$ cat config.mk
export PLATFORM = sky130hd
export DESIGN_NAME = pipeif
export DESIGN_NICKNAME = d
export VERILOG_FILES = /design/src/rtl/pipeif_pkg.sv /design/src/rtl/pipenpc.sv /design/src/rtl/pipeif.sv
export SDC_FILE = /design/constraint.sdc
export NUM_CORES = 1
export LEC_CHECK = 0
export BUFFER_PORTS_ARGS = -buffer_cell sky130_fd_sc_hd__clkbuf_2
export CORE_ASPECT_RATIO = 0.8
export CORE_MARGIN = 3
export CORE_UTILIZATION = 48
export DETAILED_ROUTE_END_ITERATION = 10
export MAX_ROUTING_LAYER = met4
export PLACE_DENSITY = 0.81
export SYNTH_ARGS = -nofsm -noshare
export SYNTH_HDL_FRONTEND = slang
export SYNTH_SLANG_ARGS = --single-unit
$ cat constraint.sdc
create_clock -name clk -period 2.6 [get_ports clk]
set_input_delay 0.26 -clock clk [delete_from_list [all_inputs] [get_ports clk]]
set_output_delay 0.26 -clock clk [all_outputs]
set_load 0.1 [all_outputs]
$ cat src/rtl/pipeif_pkg.sv
//------------------------------------------------------------------------------
// pipeif_pkg : shared CPU package (redirect codes, NOP word, fetch FSM states)
// Revision   : 1.0
//------------------------------------------------------------------------------
`default_nettype none

package pipeif_pkg;

    localparam logic [1:0] PCSRC_SEQ = 2'b00;
    localparam logic [1:0] PCSRC_BR  = 2'b01;
    localparam logic [1:0] PCSRC_JR  = 2'b10;
    localparam logic [1:0] PCSRC_J   = 2'b11;

    localparam logic [31:0] NOP_INS = 32'h0000_0000;

    typedef enum logic [0:0] {
        FETCH = 1'b0,
        HOLD  = 1'b1
    } fetch_state_e;

endpackage

`default_nettype wire

$ cat src/rtl/pipenpc.sv
//------------------------------------------------------------------------------
// pipenpc  : combinational next-PC and redirect-target select for fetch
// Revision : 1.0
//------------------------------------------------------------------------------
`default_nettype none

module pipenpc
    import pipeif_pkg::*;
(
    input  logic [31:0] pc_i,
    input  logic [1:0]  pcsource_i,
    input  logic [31:0] bpc_i,
    input  logic [31:0] ra_i,
    input  logic [31:0] jpc_i,
    input  logic        pend_i,
    input  logic [31:0] pend_tgt_i,
    input  logic        redirect_taken_i,
    output logic [31:0] nxt_o,
    output logic [31:0] tgt_o
);

    localparam logic [31:0] C_ALIGN_MASK = 32'hFFFF_FFFC;

    logic [31:0] w_sel;
    logic [31:0] w_nxt;

    always_comb begin
        w_sel = 32'h0;
        case (pcsource_i)
            PCSRC_BR: w_sel = bpc_i;
            PCSRC_JR: w_sel = ra_i;
            PCSRC_J:  w_sel = jpc_i;
            default:  w_sel = 32'h0;
        endcase
    end

    // A fresh redirect wins over a stored one; pend can only be set when none is taken.
    always_comb begin
        w_nxt = pc_i + 32'd4;
        if (redirect_taken_i) begin
            w_nxt = w_sel;
        end else if (pend_i) begin
            w_nxt = pend_tgt_i;
        end
    end

    assign tgt_o = w_sel & C_ALIGN_MASK;
    assign nxt_o = w_nxt & C_ALIGN_MASK;

endmodule

`default_nettype wire

$ cat src/rtl/pipeif.sv
//------------------------------------------------------------------------------
// pipeif   : instruction-fetch stage with variable-latency imem handshake,
//            delay-slot redirects and NOP bubble insertion.
//            Optional PIPEIF_PERF_CNT_EN adds fetch_cnt / bubble_cnt outputs.
// Revision : 1.0
//------------------------------------------------------------------------------
`default_nettype none

module pipeif
    import pipeif_pkg::*;
#(
    parameter logic [31:0] RESET_PC = 32'h0000_0000
) (
    input  logic        clk,
    input  logic        clrn,
    input  logic        nostall,
    input  logic [1:0]  pcsource,
    input  logic [31:0] bpc,
    input  logic [31:0] jpc,
    input  logic [31:0] ra,
    output logic        imem_req,
    output logic [31:0] imem_addr,
    input  logic        imem_rdy,
    input  logic [31:0] imem_rdata,
    output logic [31:0] pc4,
    output logic [31:0] ins,
`ifdef PIPEIF_PERF_CNT_EN
    output logic [31:0] fetch_cnt,
    output logic [31:0] bubble_cnt,
`endif
    output logic [31:0] pc
);

    fetch_state_e state_q, state_d;
    logic [31:0]  pc_q, pc_d;
    logic [31:0]  hold_ins_q, hold_ins_d;
    logic         pend_q, pend_d;
    logic [31:0]  pend_tgt_q, pend_tgt_d;

    logic         w_valid;
    logic         w_deliver;
    logic         w_redirect;
    logic [31:0]  w_nxt;
    logic [31:0]  w_tgt;

    assign w_valid    = (state_q == HOLD) || imem_rdy;
    assign w_deliver  = nostall && w_valid;
    // A redirect arriving while one is pending sits in a delay slot and is dropped.
    assign w_redirect = nostall && (pcsource != PCSRC_SEQ) && !pend_q;

    pipenpc u_npc (
        .pc_i             (pc_q),
        .pcsource_i       (pcsource),
        .bpc_i            (bpc),
        .ra_i             (ra),
        .jpc_i            (jpc),
        .pend_i           (pend_q),
        .pend_tgt_i       (pend_tgt_q),
        .redirect_taken_i (w_redirect),
        .nxt_o            (w_nxt),
        .tgt_o            (w_tgt)
    );

    always_comb begin
        state_d    = state_q;
        pc_d       = pc_q;
        hold_ins_d = hold_ins_q;
        pend_d     = pend_q;
        pend_tgt_d = pend_tgt_q;

        if (w_deliver) begin
            pc_d   = w_nxt;
            pend_d = 1'b0;
        end else if (w_redirect) begin
            pend_d     = 1'b1;
            pend_tgt_d = w_tgt;
        end

        case (state_q)
            FETCH: begin
                if (imem_rdy && !nostall) begin
                    hold_ins_d = imem_rdata;
                    state_d    = HOLD;
                end
            end
            HOLD: begin
                if (nostall) begin
                    state_d = FETCH;
                end
            end
            default: state_d = FETCH;
        endcase
    end

    always_ff @(posedge clk or negedge clrn) begin
        if (!clrn) begin
            state_q    <= FETCH;
            pc_q       <= RESET_PC;
            hold_ins_q <= NOP_INS;
            pend_q     <= 1'b0;
            pend_tgt_q <= 32'h0;
        end else begin
            state_q    <= state_d;
            pc_q       <= pc_d;
            hold_ins_q <= hold_ins_d;
            pend_q     <= pend_d;
            pend_tgt_q <= pend_tgt_d;
        end
    end

    // ins is combinational from imem_rdata so zero-wait memory sustains one per cycle.
    always_comb begin
        imem_req  = (state_q == FETCH);
        imem_addr = {pc_q[31:2], 2'b00};
        pc4       = pc_q + 32'd4;
        pc        = pc_q;
        if (state_q == HOLD) begin
            ins = hold_ins_q;
        end else if (imem_rdy && nostall) begin
            ins = imem_rdata;
        end else begin
            ins = NOP_INS;
        end
    end

`ifdef PIPEIF_PERF_CNT_EN
    logic [31:0] fetch_cnt_q;
    logic [31:0] bubble_cnt_q;
    logic        w_bubble;

    assign w_bubble = nostall && (state_q == FETCH) && !imem_rdy;

    always_ff @(posedge clk or negedge clrn) begin
        if (!clrn) begin
            fetch_cnt_q  <= 32'h0;
            bubble_cnt_q <= 32'h0;
        end else begin
            if (w_deliver) begin
                fetch_cnt_q <= fetch_cnt_q + 32'd1;
            end
            if (w_bubble) begin
                bubble_cnt_q <= bubble_cnt_q + 32'd1;
            end
        end
    end

    assign fetch_cnt  = fetch_cnt_q;
    assign bubble_cnt = bubble_cnt_q;
`endif

endmodule

`default_nettype wire

# Word-level counts from Yosys, hierarchy flattened
# Cells that the tools add are included.
dict set report totals {
  reg_bits 94
  wordCells 33
  out_inout_bits 129
  inputBits 134
}
dict set report op_classes {
  reduce_logical 12
  eq_ne 3
  bitwise 2
  n_mux 10
  add_sub_neg 1
}
# operator count
set ops {}
lappend ops {{2-to-1 mux 32 bit} 4}
lappend ops {{case mux 32 bit (3 select lines)} 1}
lappend ops {{adder 32 x 3 -> 32 bit, second input constant} 1}
lappend ops {{logical AND 1 bit} 5}
lappend ops {{equality test 2 bit, second input constant} 2}
lappend ops {{2-to-1 mux 1 bit} 4}
lappend ops {{AND reduction 2 bit} 2}
lappend ops {{nonzero test 2 bit} 2}
lappend ops {{equality test 2 x 1 -> 1 bit, second input constant} 1}
lappend ops {{logical NOT 1 bit} 2}
lappend ops {{NOT 1 bit} 2}
lappend ops {{case mux 1 bit (2 select lines)} 1}
lappend ops {{logical OR 1 bit} 1}

# Longest topological paths before layout
# Gate-level depths: netlist of the first run.
dict set report depth {
  ltp_word 5
  depth_mapped 7
  ltp_nobuf 6
}

# By module
# A second synthesis of the first run with hierarchy kept.
dict set report unflattened {
  hier_cells 651
  area_unflattened_um2 6835.3
}
# mod area_each_um2 cells_per_inst instances
set modules_own_cells {}
lappend modules_own_cells {pipeif 4917.2 378 1}
lappend modules_own_cells {pipenpc 1918.1 273 1}

# Worst setup path after synthesis of the first run
# No wires, ideal clock.
dict set report synth_path {
  path_type {register to output}
  from {register pc_q[7] (netlist: pc[7])}
  to {output pc4[25]}
  path_stages_with_launch 8
  required_time_ns 2.340
  n_path_buf 2
  path_slack_ns -1.525
  arrival_time_ns 3.865
  path_cell_list {dfrtp_1 -> buf_2 -> nand4_2 -> or4_1 -> buf_2 -> nor2_1 -> nand2_1 -> xnor2_1}
}
dict set report synth_between {
  elab_chain_len 1
}
# item line_no
set synth_lines {}
lappend synth_lines {{from (decl)} pipeif.sv:35} ;# logic [31:0] pc_q, pc_d;
lappend synth_lines {{from (signal assigned)} pipeif.sv:104} ;# pc_q <= pc_d;
lappend synth_lines {{adder 32 x 3 -> 32 bit} pipeif.sv:115} ;# pc4 = pc_q + 32'd4;
lappend synth_lines {{to (decl)} pipeif.sv:25} ;# output logic [31:0] pc4,
# No other way between the ends.

# Final worst setup path of the first run
dict set report layout_path {
  from {register pc_q[3] (netlist: pc[3])}
  to {output pc4[28]}
}
# Same word-level chain as after synthesis.

==> results of run 1 <==
==> sequential cells by signal, indices dropped and copies added, names as in the netlist <==
signal and cells:
pc 30, pend_tgt_q 30, state_q 1, pend_q 1, hold_ins_q 32
==> worst min-delay path by stage <==
stage	slack [ns]	startpoint	endpoint	depth (start not counted)
floorplan	-0.04	clrn	hold_ins_q[0]	0
global placement	0.40	clrn	pc[3]	1
global route	0.08	clrn	pend_tgt_q[2]	1
CTS	0.05	clrn	pend_tgt_q[2]	1
detailed placement	0.42	clrn	pend_tgt_q[2]	1
finish	0.01	clrn	pend_tgt_q[2]	1
==> power groups by stage <==
stage	sequential (uW)	clock [uW]	combinational [uW]
after floorplan	3130	0	3760
after global placement	2280	0	5700
after detailed placement	2320	0	5770
after CTS	2210	1430	5970
after global routing	2270	1490	6210
final	2230	1430	6030
==> layout make-up <==
| cell class | instances | area, sq um |
|---|---|---|
| tap | 166 | 208 |
| antenna | 1 | 2.50 |
| fill | 691 | 2490 |
| clock inverter | 6 | 86.3 |
| sequential | 94 | 2440 |
| timing repair buffer | 325 | 2580 |
| clock buffer | 10 | 229 |
| inverter | 11 | 45.0 |
| multi-input combinational | 464 | 3780 |
==> through the flow <==
step | utilization [%] | power (uW) | hold WS, ns | setup WS [ns] | area, sq um
2_1_floorplan | - | 6900 | -0.0356 | -0.274 | 6750
3_3_place_gp | 73.8 | 7990 | 0.403 | 0.205 | 8760
3_5_place_dp | 73.8 | 8100 | 0.415 | 0.187 | 8760
4_1_cts | 78.0 | 9610 | 0.0549 | -0.0701 | 9260
5_1_grt | 79.0 | 9970 | 0.0779 | -0.158 | 9370
6_report | 79.0 | 9690 | 0.0106 | -0.102 | 9370
==> kinds of logic (layout without fill, tap and decap cells) <==
kind of cell / Yosys count / in the layout / share of synthesized area, %
simple gates: 168 / 168 / 13.6
compound gates: 195 / 195 / 22.1
mux: 66 / 66 / 12.2
fa+ha+maj: 1 / 1 / 0.208
flops: 94 / 94 / 39.1
xor+xnor: 28 / 28 / 4.08
buf+inv: 98 / 352 / 8.64
other cells: 1 / 7 / 0.0624
==> cells in the mapped netlist (2+ instances only) <==
cell / count / area (sq um)
a221oi_1: 6 / 52.6
a41oi_1: 2 / 17.5
a41o_1: 3 / 30.0
nor2_1: 42 / 158
inv_1: 10 / 37.5
o221a_2: 2 / 22.5
o21a_1: 3 / 22.5
nor4_1: 4 / 25.0
buf_2: 8 / 40.0
clkbuf_1: 37 / 139
mux2i_1: 9 / 90.1
o2bb2ai_1: 7 / 61.3
nor4_4: 3 / 63.8
nor3_2: 2 / 20.0
buf_1: 3 / 11.3
a22o_1: 33 / 289
a31oi_1: 7 / 43.8
nand4_1: 5 / 31.3
nor3_1: 9 / 45.0
nand3_1: 13 / 65.1
xnor2_1: 17 / 149
o211a_1: 2 / 20.0
a222oi_1: 2 / 20.0
mux2_2: 57 / 642
a211oi_1: 3 / 22.5
or4_1: 2 / 15.0
nor2b_1: 4 / 25.0
dfrtp_1: 94 / 2350
a22oi_1: 20 / 150
nand2b_1: 2 / 12.5
a21oi_1: 24 / 120
clkbuf_2: 2 / 10.0
a32o_1: 2 / 20.0
and3_1: 4 / 25.0
xor2_1: 11 / 96.3
o22a_1: 2 / 17.5
o21ai_1: 3 / 15.0
o21ai_0: 63 / 315
or2_2: 2 / 12.5
a2bb2oi_1: 3 / 26.3
or3_1: 2 / 12.5
nand2_1: 68 / 255
buf_4: 37 / 278
and2_1: 2 / 12.5
==> cell usage in the layout (no fill, tap or decap), types with 9 or more instances in the layout <==
master	count
clkbuf_2	197
buf_4	76
nand2_1	67
dfrtp_1	66
o21ai_0	62
mux2_2	57
buf_12	50
nor2_1	40
a22o_2	30
a21oi_1	24
dfrtp_4	22
a22oi_1	20
xnor2_4	13
nand3_1	10
inv_1	9
mux2i_1	9
clkbuf_16	9
==> metal layers <==
layer  share of wire (%)  vias to the layer above
met3                  11                       80
met2                  49                      456
met1                  37                     3098
li1                    -                     2838
met4                 3.3                        0
met5                   0                        -
==> repair_timing <==
item / 4_1_cts / 5_1_grt
setup endpoints to repair: 12 / 44
pin swaps: 5 / 9
buffers inserted: 20 / 11
hold endpoints to repair: 0 / 0
gates resized for setup: 7 / 7
==> flow_summary.toml, run 1 <==
[clock_tree]
cts_root_buf = "clkbuf_16"
cts_buffers = 9
postCtsHoldBufs = 0
h-tree-depth = 3
clock_latency_ns = 0.34
clk_path_buf_depth = 2
clk_pin_slew_ns = 0.06
cts.sinks = 94
tritoncts = "yes"

[critical_path]
critPathBufInv = 2
crit_fanout = 5
cp_top_family = "simple AND/OR/NAND/NOR gates"
reg2reg_from = "pc[3]"
cp-startpoint = "pc[3]"
critPathArrivalTime_ns = 2.44
crit_path_top_delay_cell = "or3_4"
crit_end = "pc4[28]"
crit_required_ns = 2.34
crit_type = "flip-flop to output port"
slowest_delay_ns = 0.46
cp_cell_sequence = "ha_4 > nand4_1 > or3_4 > nor4_4 > buf_4 > xnor2_4 > buf_12"
startpoint_type = "flip-flop"
rr_endpoint = "pc[28]"
critical_path_depth = 7
rrSetupSlack_ns = 0.33
endpoint_kind = "output port"
rr_worst_depth = 8

[power_and_ir_drop]
seqPwrFrac_pct = 23.0
p_leak_uw = 0.00433
pwr-share-clk_pct = 14.7
p_switching_uw = 5430
vdd_drop_max_v = 0.000800
pwr-share-comb_pct = 62.3
p_int_uw = 4260
power_density_mw_per_mm2 = 1030
swShare_pct = 56.0

[logic_synthesis]
synth_warnings = 0
synth_edf_count = 0
synth_ff_type = "dfrtp_1"
synth-seq-area-share_pct = 39.1
avgSynthCellArea_sq_um = 9.24
ys_ff_latch = 94
synthArstFlopShare_pct = 100
syn_inst = 651
syn-cell-area_sq_mm = 0.00601
ys_types = 59

[die]
rows = 35
die-area_sq_mm = 0.0139
die_y_um = 106
io_pins = 263
start_util_pct = 50.7
core_area_sq_mm = 0.0119
die_w_um = 131

[grt]
grt_max_degree = 65
grt_pass1_wl_mm = 33.7
met2_usage_pct = 51.3
grt-busiest-layer = "met2"
grtUsageTotal_pct = 31.2
antenna_found_initial = 1
grt.overflow.total = 0
met1_usage_pct = 36.9
grt_util_met3_pct = 9.74
grt_pass1_vias = 6396

[cells_and_area]
areaGrowthSynthToFinish_pct = 55.9
layout.cells.non_filler = 1077
drive_gt1_share_pct = 56.6
fin_nets = 1040

[sta]
min_period_over_period_pct = 104
hold_viol_final = 0
period_minus_slack_ns = 2.70
tightest_slew_ns = 0.850
rsz0062_at_grt = "yes"
setup_slack_ns = -0.102
tns_ns = -0.195
fin_skew_ns = 0.00722
max_freq_mhz = 370
finalMaxSlewViolations = 0
finalSetupViolCount = 4
slew_headroom_pct = 43.3

[detailed_routing]
drtIter0Drc = 747
wl_per_cell_um = 20.7
num_vias = 6472
route.detailed.drc = 0
drt_first_pass_iters = 6
wl_mm = 22.3
ant_nets = 0
drt-vias-per-instance = 6.01

[placement]
gp_congestion = 0.943
port_buffers = 250
dpl.cell_count = 1029
dp_hpwl_mm = 15.6

[status]
outcome = "finished with violations"
violations = "negative setup slack"

[min_path]
min_path_type = "primary input to async pin"

[flow_run]
maxCapViolCount = 0
Note: power is estimated with default switching activity, not from simulation.
==> run 2, diff against run 1 <==
CORE_UTILIZATION = 50   (was 48)
PLACE_DENSITY = 0.84   (was 0.81)
clock period = 3.46 ns   (was 2.6 ns; I/O delays follow)
==> run 2 against run 1 <==
  * The run now ends clean
  * Sequential share of layout area rose by 4.5 points
  * Wire length fell by 19%
  * Hold slack improved by 0.11 ns
  * Highest routed layer unchanged
==> flow_summary.toml, run 2 (synthesis results as in run 1) <==
[status]
outcome = "completed"

[cells_and_area]
fillers = 962
final_common_cell = "clkbuf_2"
finalInstanceArea_sq_mm = 0.00770
drive_gt1_share_pct = 44.4
largest_reg_flops = 32
fin_nets = 984
n_antenna_cell = 0
layout.cells.non_filler = 1002
areaGrowthSynthToFinish_pct = 28.0
final_cell_mix = "249 x clkbuf_2, 94 x dfrtp_1, 68 x nand2_1"
top_register = "hold_ins_q"

[sta]
hold_viol_final = 0
finalSetupViolCount = 0
period_minus_slack_ns = 3.31
max_freq_mhz = 302
finalMaxSlewViolations = 0
tightest_slew_ns = 0.985
slew_headroom_pct = 34.3
rsz0062_at_grt = "no"
min_period_over_period_pct = 95.6
fin_skew_ns = 0.00562

[placement]
dp_hpwl_mm = 13.5
dpl.cell_count = 986
placed_area_sq_mm = 0.00738
port_buffers = 250
gp_congestion = 0.915

[critical_path]
endpoint_kind = "output port"
rr_endpoint = "pc[23]"
reg2reg_from = "pend_q"
cp-startpoint = "pc[2]"
crit_fanout = 8
crit_end = "pc4[24]"
critPathArrivalTime_ns = 2.96
rr_worst_depth = 5
critPathBufInv = 1
crit_type = "flip-flop to output port"
crit_required_ns = 3.11
slowest_delay_ns = 0.56
rrSetupSlack_ns = 0.94
cp_top_family = "simple AND/OR/NAND/NOR gates"
critical_path_depth = 6
crit_path_top_delay_cell = "or3_1"
startpoint_type = "flip-flop"
cp_cell_sequence = "ha_1 > nand4_1 > or3_1 > nor2_1 > xor2_4 > clkbuf_2"

[die]
die-area_sq_mm = 0.0134
rows = 35
die_w_um = 129
start_util_pct = 51.6
die_y_um = 104
core_area_sq_mm = 0.0116
io_pins = 263

[clock_tree]
clk_path_buf_depth = 2
post-cts-setup-buffer-count = 0
cts_buffers = 9
tritoncts = "yes"
postCtsHoldBufs = 0
clock_latency_ns = 0.34
h-tree-depth = 3
clk_pin_slew_ns = 0.07
cts_root_buf = "clkbuf_16"
cts.sinks = 94

[detailed_routing]
drt-vias-per-instance = 5.73
wl_mm = 18.0
num_vias = 5740
drt_first_pass_iters = 6
ant_nets = 0
drtIter0Drc = 516
route.detailed.drc = 0
wl_per_cell_um = 18.0

[grt]
grt_pass1_wl_mm = 28.8
grtUsageTotal_pct = 27.7
grt_max_degree = 71
antenna_found_initial = 0
grt.overflow.total = 0
grt_pass1_vias = 5571

[flow_run]
maxCapViolCount = 0

[power_and_ir_drop]
fin_total_pwr_uw = 6450
power_density_mw_per_mm2 = 838
vdd_drop_max_v = 0.000508
p_leak_uw = 0.00377

[min_path]
min_path_type = "primary input to async pin"
-- run 2: changes by cell type in the layout (fill, tap and decap cells not counted), moves of 4 or more --
cell / change
a22o_1: +30
a22o_2: -30
buf_12: -50
buf_4: -56
clkbuf_2: +52
dfrtp_1: +28
dfrtp_2: -6
dfrtp_4: -22
xnor2_2: +11
xnor2_4: -12
xor2_1: +4
-- run 2: cell type report --
cell class,count,area (sq um),area share (%)
multi-input combinational,464,3410,44.4
clock inverter,7,81.3,1.06
sequential,94,2350,30.6
clock buffer,9,225,2.93
timing repair buffer,269,1400,18.1
inverter,11,41.3,0.536
tap,148,185,2.41
-- run 2: per-layer routing --
metal / vias to the layer above / share of wire [%] / wire, um / global-route usage, %
met5: - / 0 / 0 / -
met4: 0 / 2.0 / 352 / 7.27
met3: 28 / 9.4 / 1680 / 6.93
met2: 275 / 45 / 8160 / 41.1
met1: 2705 / 43 / 7800 / 38.3
li1: 2732 / - / - / -
-- run 2: power breakdown --
group / total (uW) / switching [uW] / internal (uW)
clock network: 1020 / 453 / 571
logic: 3760 / 3100 / 661
registers: 1670 / 318 / 1350
total: 6450 / 3870 / 2580
-- run 2: repair_timing --
| action | CTS | global route |
|---|---|---|
| endpoints found under the setup margin | 0 | 1 |
| endpoints found under the hold margin | 0 | 0 |
| gates resized for setup | 0 | 1 |
-- run 2: stage by stage --
stage          setup WS [ns]  utilization, %  hold WS, ns  setup TNS [ns]
2_1_floorplan         -0.193               -       0.0504          -0.518
3_3_place_gp           0.575            63.4        0.459               0
3_5_place_dp           0.527            63.4        0.464               0
4_1_cts                0.148            66.0        0.159               0
5_1_grt               0.0112            66.1        0.186               0
6_report               0.153            66.1        0.119               0
-- run 2: worst min-delay path by stage --
stage	end	from	depth (start not counted)	slack [ns]
5_1_grt	hold_ins_q[6]	clrn	1	0.19
3_5_place_dp	pend_tgt_q[16]	pend_tgt_q[16]	2	0.46
2_1_floorplan	hold_ins_q[0]	clrn	0	0.05
6_report	pc[16]	clrn	1	0.12
3_3_place_gp	pend_tgt_q[16]	pend_tgt_q[16]	2	0.46
4_1_cts	pc[16]	clrn	1	0.16
